`src/rtl/load_balancer_pkg.sv`:
```
// Shared types and width helpers for the parametrised least-loaded task dispatcher.
package load_balancer_pkg;

   typedef enum logic {
      IDLE     = 1'b0,
      DISPATCH = 1'b1
   } state_t;

   function automatic int clog2(input int value);
      int result;
      result = 0;
      for (int w = 0; w < 31; w++) begin
         if ((1 << w) < value) result = w + 1;
      end
      return result;
   endfunction

   // Index ports stay at least one bit wide even for a single-entry range.
   function automatic int idx_width(input int count);
      return (clog2(count) < 1) ? 1 : clog2(count);
   endfunction

endpackage

```
`src/rtl/load_balancer_param_least_loaded_select.sv`:
```
// Combinational argmin over packed server load counters; servers at full load are
// ineligible and ties resolve to the lowest index.
module least_loaded_select
   import load_balancer_pkg::*;
#(
   parameter int NUM_SERVERS = 3,
   parameter int CNT_WIDTH   = 4
) (
   input  logic [NUM_SERVERS*CNT_WIDTH-1:0]    counts,
   output logic [idx_width(NUM_SERVERS)-1:0]   sel,
   output logic                                any_eligible
);

   localparam int                   SEL_WIDTH = idx_width(NUM_SERVERS);
   localparam logic [CNT_WIDTH-1:0] MAX_LOAD  = '1;

   logic [NUM_SERVERS-1:0] eligible;
   logic [CNT_WIDTH-1:0]   best;
   logic [CNT_WIDTH-1:0]   cur;

   // NOTE: every variable written here gets a default first, so no path can infer a latch.
   always_comb begin
      sel          = '0;
      any_eligible = 1'b0;
      best         = MAX_LOAD;
      cur          = '0;
      eligible     = '0;
      for (int i = 0; i < NUM_SERVERS; i++) begin
         cur         = counts[i*CNT_WIDTH +: CNT_WIDTH];
         eligible[i] = (cur != MAX_LOAD);
         // Strict less-than keeps the earlier (lower) index on a tie.
         if (eligible[i] && (!any_eligible || cur < best)) begin
            best         = cur;
            sel          = SEL_WIDTH'(i);
            any_eligible = 1'b1;
         end
      end
   end

endmodule

```
`src/rtl/load_balancer_param.sv`:
```
// Least-loaded dispatcher: accepts a task batch, hands tasks out highest-bit first to the
// least-loaded non-saturated server, and tracks per-server load with completion pulses.
module load_balancer_param
   import load_balancer_pkg::*;
#(
   parameter int TASK_WIDTH  = 8,
   parameter int NUM_SERVERS = 3,
   parameter int CNT_WIDTH   = 4,
   parameter int THRESHOLD   = 3
) (
   input  logic                                clk,
   input  logic                                reset,
   input  logic                                task_valid,
   input  logic [TASK_WIDTH-1:0]               tasks,
   output logic                                task_ready,
   input  logic [NUM_SERVERS-1:0]              done,
   output logic                                assign_valid,
   output logic [idx_width(TASK_WIDTH)-1:0]    assign_task,
   output logic [idx_width(NUM_SERVERS)-1:0]   assign_server,
   output logic [NUM_SERVERS*CNT_WIDTH-1:0]    server_count,
   output logic                                trigger,
   output logic                                overload,
   output logic                                stall
);

   localparam int                   TIDX_W = idx_width(TASK_WIDTH);
   localparam int                   SIDX_W = idx_width(NUM_SERVERS);
   localparam logic [CNT_WIDTH-1:0] THRESH = CNT_WIDTH'(THRESHOLD);

   state_t                          state, state_next;
   logic [TASK_WIDTH-1:0]           pending, pending_next;
   logic [NUM_SERVERS*CNT_WIDTH-1:0] count_next;
   logic [TIDX_W-1:0]               top_task;
   logic [SIDX_W-1:0]               sel_server;
   logic                            any_eligible;
   logic                            dispatch;
   logic                            trigger_next, overload_next;
   logic [CNT_WIDTH-1:0]            cnt;
   logic                            inc, dec;

   least_loaded_select #(
      .NUM_SERVERS (NUM_SERVERS),
      .CNT_WIDTH   (CNT_WIDTH)
   ) u_select (
      .counts       (server_count),
      .sel          (sel_server),
      .any_eligible (any_eligible)
   );

   // Later iterations override earlier ones, so the highest set bit wins.
   always_comb begin
      top_task = '0;
      for (int i = 0; i < TASK_WIDTH; i++) begin
         if (pending[i]) top_task = TIDX_W'(i);
      end
   end

   assign task_ready = (state == IDLE);
   assign dispatch   = (state == DISPATCH) && any_eligible;

   always_comb begin
      state_next   = state;
      pending_next = pending;
      case (state)
         IDLE: begin
            if (task_valid && tasks != '0) begin
               pending_next = tasks;
               state_next   = DISPATCH;
            end
         end
         DISPATCH: begin
            if (dispatch) begin
               pending_next[top_task] = 1'b0;
               if (pending_next == '0) state_next = IDLE;
            end
         end
         default: state_next = IDLE;
      endcase
   end

   // Selection already used the pre-edge counts; a completion and a dispatch on the
   // same server cancel out, and a completion on an empty server is dropped.
   always_comb begin
      count_next    = server_count;
      trigger_next  = 1'b0;
      overload_next = 1'b1;
      cnt           = '0;
      inc           = 1'b0;
      dec           = 1'b0;
      for (int i = 0; i < NUM_SERVERS; i++) begin
         cnt = server_count[i*CNT_WIDTH +: CNT_WIDTH];
         inc = dispatch && (sel_server == SIDX_W'(i));
         dec = done[i] && (cnt != '0);
         if (inc && !dec)      cnt = cnt + 1'b1;
         else if (dec && !inc) cnt = cnt - 1'b1;
         count_next[i*CNT_WIDTH +: CNT_WIDTH] = cnt;
         if (cnt >= THRESH) trigger_next  = 1'b1;
         else               overload_next = 1'b0;
      end
   end

   // NOTE: registered state uses non-blocking assignments so every flop samples pre-edge values.
   always_ff @(posedge clk) begin
      if (reset) begin
         state         <= IDLE;
         pending       <= '0;
         server_count  <= '0;
         assign_valid  <= 1'b0;
         assign_task   <= '0;
         assign_server <= '0;
         trigger       <= 1'b0;
         overload      <= 1'b0;
         stall         <= 1'b0;
      end else begin
         state        <= state_next;
         pending      <= pending_next;
         server_count <= count_next;
         trigger      <= trigger_next;
         overload     <= overload_next;
         stall        <= (state == DISPATCH) && !any_eligible;
         assign_valid <= dispatch;
         if (dispatch) begin
            assign_task   <= top_task;
            assign_server <= sel_server;
         end
      end
   end

endmodule

```
`config.mk`:
```
export PLATFORM = sky130hd
export DESIGN_NAME = load_balancer_param
export DESIGN_NICKNAME = d
export VERILOG_FILES = /design/src/rtl/load_balancer_pkg.sv /design/src/rtl/load_balancer_param_least_loaded_select.sv /design/src/rtl/load_balancer_param.sv
export SDC_FILE = /design/constraint.sdc
export NUM_CORES = 1
export LEC_CHECK = 0
export ABC_AREA = 1
export CAP_MARGIN = 20
export CORE_MARGIN = 2
export CORE_UTILIZATION = 48
export DETAILED_ROUTE_END_ITERATION = 7
export PLACE_DENSITY = 0.8
export REMOVE_ABC_BUFFERS = 1
export SETUP_SLACK_MARGIN = 0.15
export SYNTH_ARGS = -nofsm -noshare
export SYNTH_HDL_FRONTEND = slang
export SYNTH_HIERARCHICAL = 1
export SYNTH_SLANG_ARGS = --single-unit
```
`constraint.sdc`:
```
create_clock -name clk -period 2.94 [get_ports clk]
set_clock_uncertainty 0.15 [all_clocks]
set_input_delay 0.882 -clock clk [delete_from_list [all_inputs] [get_ports clk]]
set_output_delay 0.882 -clock clk [all_outputs]
set_load 0.1 [all_outputs]
```
# Word level (Yosys, flattened, before mapping)
# Index checks and enable logic that the tools add are counted.
[op_classes]
mux = 32
order_cmp = 7
n_reduce_logical = 37
bitwise = 5
addsub = 6
eq_ne = 7
[ops]
columns = ["operator", "count"]
rows = [
  ["4-bit 2-to-1 mux", 8],
  ["1-bit logical AND", 18],
  ["8-bit 2-to-1 mux", 2],
  ["8-bit one-hot mux with 2 select lines", 1],
  ["3-bit 2-to-1 mux", 5],
  ["4-bit by 1-bit adder with 4-bit output (second input constant)", 3],
  ["4-bit by 2-bit >= comparator with 1-bit output (second input constant)", 3],
  ["1-bit 2-to-1 mux", 12],
  ["4-bit inequality test (second input constant)", 3],
  ["4-bit nonzero test", 3],
  ["4-bit by 1-bit subtractor with 4-bit output (second input constant)", 3],
  ["1-bit zero test", 9],
  ["8-bit bitwise AND", 1],
  ["8-bit zero test", 1],
  ["4-bit less-than comparator", 2],
  ["8-bit NOT", 1],
  ["8-bit nonzero test", 1],
  ["3-bit by 4-bit less-than comparator with 1-bit output (second input constant)", 1],
  ["2-bit 2-to-1 mux", 2],
  ["2-bit by 1-bit inequality test with 1-bit output (second input constant)", 2],
  ["1-bit demux with 3-bit select", 1],
  ["3-bit by 1-bit >= comparator with 1-bit output (second input constant)", 1],
  ["1-bit NOT", 3],
  ["3-bit OR reduction", 1],
  ["6 further kinds", 7],
]
[totals]
ff_bits = 30
elab_cells = 103
out_inout_bits = 22
input_bits = 14

# Logic depth before layout (Yosys ltp)
# Gate-level depths: netlist of the first run.
[logic_depth]
word_depth = 20
ltp_mapped = 30
ltp_nobuf = 30

# Modules after synthesis
# Netlist of the first run, hierarchy kept.
[by_module_without_submodules]
columns = ["mod", "cells_per_inst", "n_inst", "area_per_inst_um2"]
rows = [
  ["load_balancer_param", 287, 1, 1845.5],
  ["least_loaded_select", 49, 1, 264.0],
]

# Worst setup path after synthesis of the first run
# Ideal clock, no wire load.
[synth_path]
kind = "flip-flop to flip-flop"
start = "register server_count[2]"
end = "register trigger"
arrival_time_ps = 3710
stages_incl_launch_ff = 29
slack_ps = -1036
cell_sequence = "dfxtp_1 > inv_1 > ha_1 > nand2_1 > inv_2 > nand2_1 > nand2_1 > nand2_2 > nand2_4 > nand2_1 > o21ai_1 > ha_1 > nand2_1 > inv_1 > nand2_1 > nand2_1 > nand2_1 > a21oi_1 > nand2_1 > nor2_4 > nand2_1 > nand3_1 > nand2_1 > nand2_1 > nand2_1 > nor2_1 > nand2_1 > nand2_1 > nand2_1"
[synth_via]
elab_chain_cells = 20
[synth_rtl]
columns = ["element", "line", "rtl"]
rows = [
  ["start: declaration", "load_balancer_param.sv:20", "output logic [NUM_SERVERS*CNT_WIDTH-1:0] server_count,"],
  ["start signal: assignment", "load_balancer_param.sv:117", "server_count <= count_next;"],
  ["4-bit inequality test", "load_balancer_param_least_loaded_select.sv:30", "eligible[i] = (cur != MAX_LOAD);"],
  ["4-bit 2-to-1 mux or 1-bit 2-to-1 mux (tied branches)", "load_balancer_param_least_loaded_select.sv:32", "if (eligible[i] && (!any_eligible || cur < best)) begin"],
  ["4-bit less-than comparator or 1-bit zero test (tied branches)", "load_balancer_param_least_loaded_select.sv:32", ""],
  ["1-bit logical OR", "load_balancer_param_least_loaded_select.sv:32", ""],
  ["1-bit logical AND", "load_balancer_param_least_loaded_select.sv:32", ""],
  ["4-bit 2-to-1 mux or 1-bit 2-to-1 mux (tied branches)", "load_balancer_param_least_loaded_select.sv:32", ""],
  ["4-bit less-than comparator or 1-bit zero test (tied branches)", "load_balancer_param_least_loaded_select.sv:32", ""],
  ["1-bit logical OR", "load_balancer_param_least_loaded_select.sv:32", ""],
  ["[... 2 more ...]", "-", ""],
  ["net sel_server[0]", "load_balancer_param.sv:34", "logic [SIDX_W-1:0] sel_server;"],
  ["[... 1 more ...]", "-", ""],
  ["1-bit logical AND", "load_balancer_param.sv:92", "inc = dispatch && (sel_server == SIDX_W'(i));"],
  ["1-bit zero test", "load_balancer_param.sv:95", "else if (dec && !inc) cnt = cnt - 1'b1;"],
  ["1-bit logical AND", "load_balancer_param.sv:95", ""],
  ["4-bit 2-to-1 mux", "load_balancer_param.sv:95", ""],
  ["4-bit 2-to-1 mux", "load_balancer_param.sv:94", "if (inc && !dec) cnt = cnt + 1'b1;"],
  ["4-bit by 2-bit >= comparator with 1-bit output", "load_balancer_param.sv:97", "if (cnt >= THRESH) trigger_next = 1'b1;"],
  ["1-bit 2-to-1 mux (2 in a row)", "load_balancer_param.sv:97", ""],
  ["1-bit 2-to-1 mux (*)", "load_balancer_param.sv:97", ""],
  ["end signal: assignment", "load_balancer_param.sv:118", "trigger <= trigger_next;"],
  ["end: declaration", "load_balancer_param.sv:21", "output logic trigger,"],
]
# Mark *: on every way through the listed nets, which the timed path passes. The rest lies on a longest branch.
# A chain may end at the register's enable or synchronous reset.

# Final worst setup path of the first run
[layout_path]
start = "register server_count[3]"
end = "register trigger"
[layout_via]
elab_chain_cells = 20
[layout_rtl]
columns = ["element", "line"]
rows = [
  ["4-bit inequality test", "load_balancer_param_least_loaded_select.sv:30"],
  ["4-bit 2-to-1 mux or 1-bit 2-to-1 mux (tied branches)", "load_balancer_param_least_loaded_select.sv:32"],
  ["4-bit less-than comparator or 1-bit zero test (tied branches)", "load_balancer_param_least_loaded_select.sv:32"],
  ["1-bit logical OR", "load_balancer_param_least_loaded_select.sv:32"],
  ["1-bit logical AND", "load_balancer_param_least_loaded_select.sv:32"],
  ["4-bit 2-to-1 mux or 1-bit 2-to-1 mux (tied branches)", "load_balancer_param_least_loaded_select.sv:32"],
  ["4-bit less-than comparator or 1-bit zero test (tied branches)", "load_balancer_param_least_loaded_select.sv:32"],
  ["1-bit logical OR (*)", "load_balancer_param_least_loaded_select.sv:32"],
  ["[... 2 more ...]", "-"],
  ["net sel_server[1]", "load_balancer_param.sv:34"],
  ["[... 1 more ...]", "-"],
  ["1-bit logical AND", "load_balancer_param.sv:92"],
  ["1-bit zero test", "load_balancer_param.sv:95"],
  ["1-bit logical AND", "load_balancer_param.sv:95"],
  ["4-bit 2-to-1 mux", "load_balancer_param.sv:95"],
  ["4-bit 2-to-1 mux", "load_balancer_param.sv:94"],
  ["4-bit by 2-bit >= comparator with 1-bit output", "load_balancer_param.sv:97"],
  ["1-bit 2-to-1 mux (2 in a row)", "load_balancer_param.sv:97"],
  ["1-bit 2-to-1 mux (*)", "load_balancer_param.sv:97"],
]
# Marks and branches as above.

==> results of run 1 <==
==> worst max-delay path: cells and delay by family (launching register included) <==
kind | cells | cell delay, ns
flops | 1 | 0.33
buf+inv | 5 | 0.49
fa+ha+maj | 2 | 0.52
compound gates | 2 | 0.26
simple gates | 20 | 1.39
==> sequential cells by signal (all words and copies together), names as in the netlist <==
signal	count
assign_server	2
trigger	1
stall	1
server_count	12
assign_valid	1
assign_task	3
pending	8
state	1
overload	1
==> logic make-up (layout without fill, tap and decap cells) <==
logic type                 count (synthesis)  in the layout  synth area share
buffers and inverters                     59            139             0.111
adders and majority gates                 12             12            0.0712
DFF                                       30             30             0.285
AOI/OAI and AO/OA                         36             36            0.0943
xor gates and xnor gates                   3              3            0.0125
and+or+nand+nor                          196            196             0.426
==> worst max-delay path by stage <==
stage,end,slack [ns]
final,trigger,-0.30
after global routing,trigger,-0.49
after CTS,trigger,-0.17
after detailed placement,trigger,-0.41
after global placement,trigger,-0.32
after floorplan,trigger,-1.04
==> repair_timing <==
action                                  4_1_cts  5_1_grt
hold buffers                                  0        0
gates resized for setup                      42       24
buffers inserted                              6        4
endpoints found under the setup margin       14       15
pin swaps                                    28       21
==> metrics by stage <==
step	setup TNS [ns]	hold WS, ns	util	instance area, um2	cells
after detailed placement	-2.42	0.314	0.627	2690	452
final	-1.39	0.340	0.713	3060	468
after global placement	-1.05	0.313	0.627	2690	452
after global routing	-3.93	0.372	0.713	3060	468
after CTS	-0.418	0.324	0.689	2960	464
after floorplan	-11.87	0.302	-	2080	331
==> metal layers <==
metal  GRT usage  vias to the layer above
met2       0.450                       80
met1       0.288                     1143
met4      0.0897                        0
li1            -                     1224
met3      0.0447                       19
met5           0                        -
==> area by class of cell <==
class / instances / area, um2
Multi-Input combinational cell: 247 / 1460
Fill cell: 355 / 1230
Sequential cell: 30 / 607
Tap cell: 52 / 65.1
Timing Repair Buffer: 79 / 641
Clock buffer: 6 / 82.6
Inverter: 54 / 203
==> cells in the final DEF (no fill, tap or decap), drive strengths merged, types with 4 or more instances in the layout <==
cell / count
a21oi: 16
nor2: 31
dfxtp: 30
ha: 12
nand2: 115
clkbuf: 6
nand3: 34
inv: 53
nand4: 6
nor3: 4
o21ai: 12
buf: 66
clkdlybuf4s50: 13
==> run metrics, run 1 <==
most frequent CP cell nand2_1; RSZ-0062 raised after global routing true; number of diodes 0; Hold Path Origin pending[1]; crit path setup slack, layout -0.302 ns; core area 4290 um2; Post-synth EDFFs 0; CP peak stage delay 0.33 ns; share of layout cells above drive strength 1 0.365; die area 4940 um2; via count 2466; CTS tree built; worst slack, placed -0.413 ns; met2 wire length 3010 um; first-pass GRT wire length 9890 um; Vert. Die Dim 70.3 um; WL met3 235 um; synthesis-to-layout area growth 45.1%; post-synth top area share 0.285; Detailed Routing Iterations Pass 1 5; nets 443; Yosys reg bits 30; Slew headroom 0.735; most frequent cell after synthesis nand2_1; CTS buffer count 5; Routed WL per cell 12.5 um; Final Cycle Share 1.10; Crit. Startpoint server_count[3]; GRT Total Usage 0.248; remaining antenna violation count 0; asr flop ratio synth 0; crit end category flip-flop; CTS root buf clkbuf_8; Post-Syn Area 2110 um2; Crit Path Category flip-flop to flip-flop; grt ovf 0; worst slew pin tran 0.398 ns; failing checks setup timing; Die W 70.3 um; Mapped Avg Cell Area 6.28 um2; largest area contributor in the netlist dfxtp_1; antenna violations before repair 0; largest net degree at the start of global routing 18; Worst Hold Endpoint pending[1]; DP Wirelength 3960 um; Register-to-Register Path Depth 29; sequential element share of the synthesized area 0.285; Final Hold Viols 0; R2R Setup Slk -0.30 ns; reg2reg start server_count[3]; RD Place Congestion 0.979; Slew Limit Fails 0; largest cells by area after synthesis dfxtp_1 28%, nand2_1 19%, inv_1 8.4%; hold-critical path depth 2; critical path required time 2.97 ns; Port Buffer Count 35; Bufs on Longest Clock Path 2; clock-pin slew on the worst setup and hold paths 0.07 ns; most frequent cells after synthesis 107 x nand2_1, 47 x inv_1, 32 x nand3_1; final setup fails 12; run status complete, but fails checks; Max Cap Viol 0; Hold Path Class flip-flop to flip-flop; Max Freq 308 MHz; uppermost routed layer met4; M1 WL 2460 um; reg2reg end trigger; Synth Flop Type dfxtp_1; crit start category flip-flop; clock latency at the later pin of the worst-skew pair 0.29 ns; Starting DRT DRC Count 138; Residual DRC 0; critical path arrival 3.27 ns; final wirelength 5860 um; post-synthesis cell count 336; Initial Utilization 0.491; row count 24; number of global-route vias before repair 2293; Slowest cell on crit path dfxtp_2; top-level port count 36; min cycle time layout 3.24 ns; H-tree depth 2; Yosys warnings 6; crit-path max FO 7; Clock Sinks 30; Avg Vias per Cell 5.27; count of cell types in the netlist 34
Power of run 1 is not shown: default switching activity piles up to over one toggle a cycle in this logic, so the estimate is an artifact.
==> run 2, diff against run 1 <==
--- a/config.mk
+++ b/config.mk
@@ -10,7 +10,7 @@
 export CORE_MARGIN = 2
 export CORE_UTILIZATION = 48
 export DETAILED_ROUTE_END_ITERATION = 7
-export PLACE_DENSITY = 0.8
+export PLACE_DENSITY = 0.75
 export REMOVE_ABC_BUFFERS = 1
 export SETUP_SLACK_MARGIN = 0.15
 export SYNTH_ARGS = -nofsm -noshare
==> run 2 against run 1 <==
The run still ends with setup timing left. Sequential share of layout area down 0.40 points. Cell count decreased by 0.64%. Worst setup slack worse by 0.0056 ns. Die area did not move. Maximum frequency is 0.17% lower. First-iteration DRC count down 11%. Sequential cell count is the same. Critical path depth down 1. Cell area grew 2.3%. Via count is 1.3% lower. Utilization grew 1.6 points. Critical path type unchanged.
==> run metrics, run 2 (synthesis results as in run 1) <==
CTS tree built; commonest cells after routing, fill and taps aside 83 x nand2_1, 53 x buf_4, 36 x inv_1; RSZ-0062 raised after global routing true; commonest non-fill, non-tap cell in the layout nand2_1; core area 4290 um2; Final Hold Viols 0; worst slack, placed -0.431 ns; Die W 70.3 um; crit path setup slack, layout -0.308 ns; worst slew pin tran 0.442 ns; number of diodes 0; crit start category flip-flop; Hold Path Class flip-flop to flip-flop; crit end category flip-flop; multi-input logic area 1530 um2; nets 440; CP bufs+invs 4; Clock Sinks 30; Top Registers server_count (12), pending (8), assign_task (3); Crit path max-delay family simple AND/OR/NAND/NOR gates; Detailed Routing Iterations Pass 1 4; CP peak stage delay 0.33 ns; number of global-route vias before repair 2237; RD Place Congestion 0.921; final wirelength 5950 um; via count 2433; antenna violations before repair 0; Crit Path Category flip-flop to flip-flop; Final Cycle Share 1.10; reg2reg start server_count[3]; Largest Register server_count; placed standard-cell area 2700 um2; first-pass GRT wire length 9360 um; max FFs per register 12; critical path required time 2.98 ns; Initial Utilization 0.491; H-tree depth 2; GRT Total Usage 0.232; synthesis-to-layout area growth 48.5%; CTS root buf clkbuf_8; cts hold-fix bufs 0; clock latency at the later pin of the worst-skew pair 0.29 ns; remaining antenna violation count 0; Slowest cell on crit path dfxtp_2; min cycle time layout 3.25 ns; final setup fails 7; top-level port count 36; Routed WL per cell 12.8 um; Hold Path Origin assign_server[0]; Slew headroom 0.705; clock-pin slew on the worst setup and hold paths 0.07 ns; Vert. Die Dim 70.3 um; FF+latch area 608 um2; crit-path max FO 7; run status complete, but fails checks; Port Buffer Count 35; Placed Cells incl. Taps 453; post-route cell area 3130 um2; post-route insts no fill 465; most frequent CP cell nand2_1; grt ovf 0; Max Freq 308 MHz; CTS buffer count 5; Crit. Startpoint server_count[3]; Fin Setup TNS -1.12 ns; critical path arrival 3.28 ns; Slew Limit Fails 0; largest net degree at the start of global routing 18; Residual DRC 0; share of layout cells above drive strength 1 0.380; DP Wirelength 4060 um; Bufs on Longest Clock Path 2; Starting DRT DRC Count 123; Max Cap Viol 0; failing checks setup timing; Avg Vias per Cell 5.23; row count 24; # fillers 349; die area 4940 um2
[run 2: path summary, 6_finish.rpt]
kind / slack (ns) / endpoint / cells past startpoint
hold / removal: 0.32 / assign_server[0] / 2
setup / recovery: -0.31 / trigger / 28
setup reg to reg: -0.31 / trigger / 28
hold reg to reg: 0.32 / assign_server[0] / 2
[run 2: layout make-up]
class	count	share of cell area
sequential	30	0.194
multi-input combinational	247	0.489
clock buffer	6	0.0264
tap	52	0.0208
timing repair buffer	76	0.205
inverter	54	0.0647
[run 2: routing by layer]
layer / GRT usage / wire (um)
met2: 0.404 / 2960
met1: 0.282 / 2580
met5: 0 / 0
met4: 0.0876 / 144
met3: 0.0418 / 262
[run 2: timing repair]
item | 4_1_cts | 5_1_grt
endpoints found under the setup margin | 14 | 15
setup buffers | 5 | 1
gates cloned | 0 | 0
pin swaps | 25 | 20
resized for setup | 35 | 51
[run 2: tightest hold or removal path, stage by stage (launching register included)]
cell and delay [ns]:
dfxtp_1 0.31, nand2_1 0.06, a21oi_1 0.06
[run 2: stage by stage]
stage | hold slack (ns) | utilization
global route | 0.349 | 0.729
floorplan | 0.302 | -
global placement | 0.309 | 0.629
detailed placement | 0.316 | 0.629
CTS | 0.324 | 0.685
finish | 0.321 | 0.729
Power of run 2 is left out for the same reason.
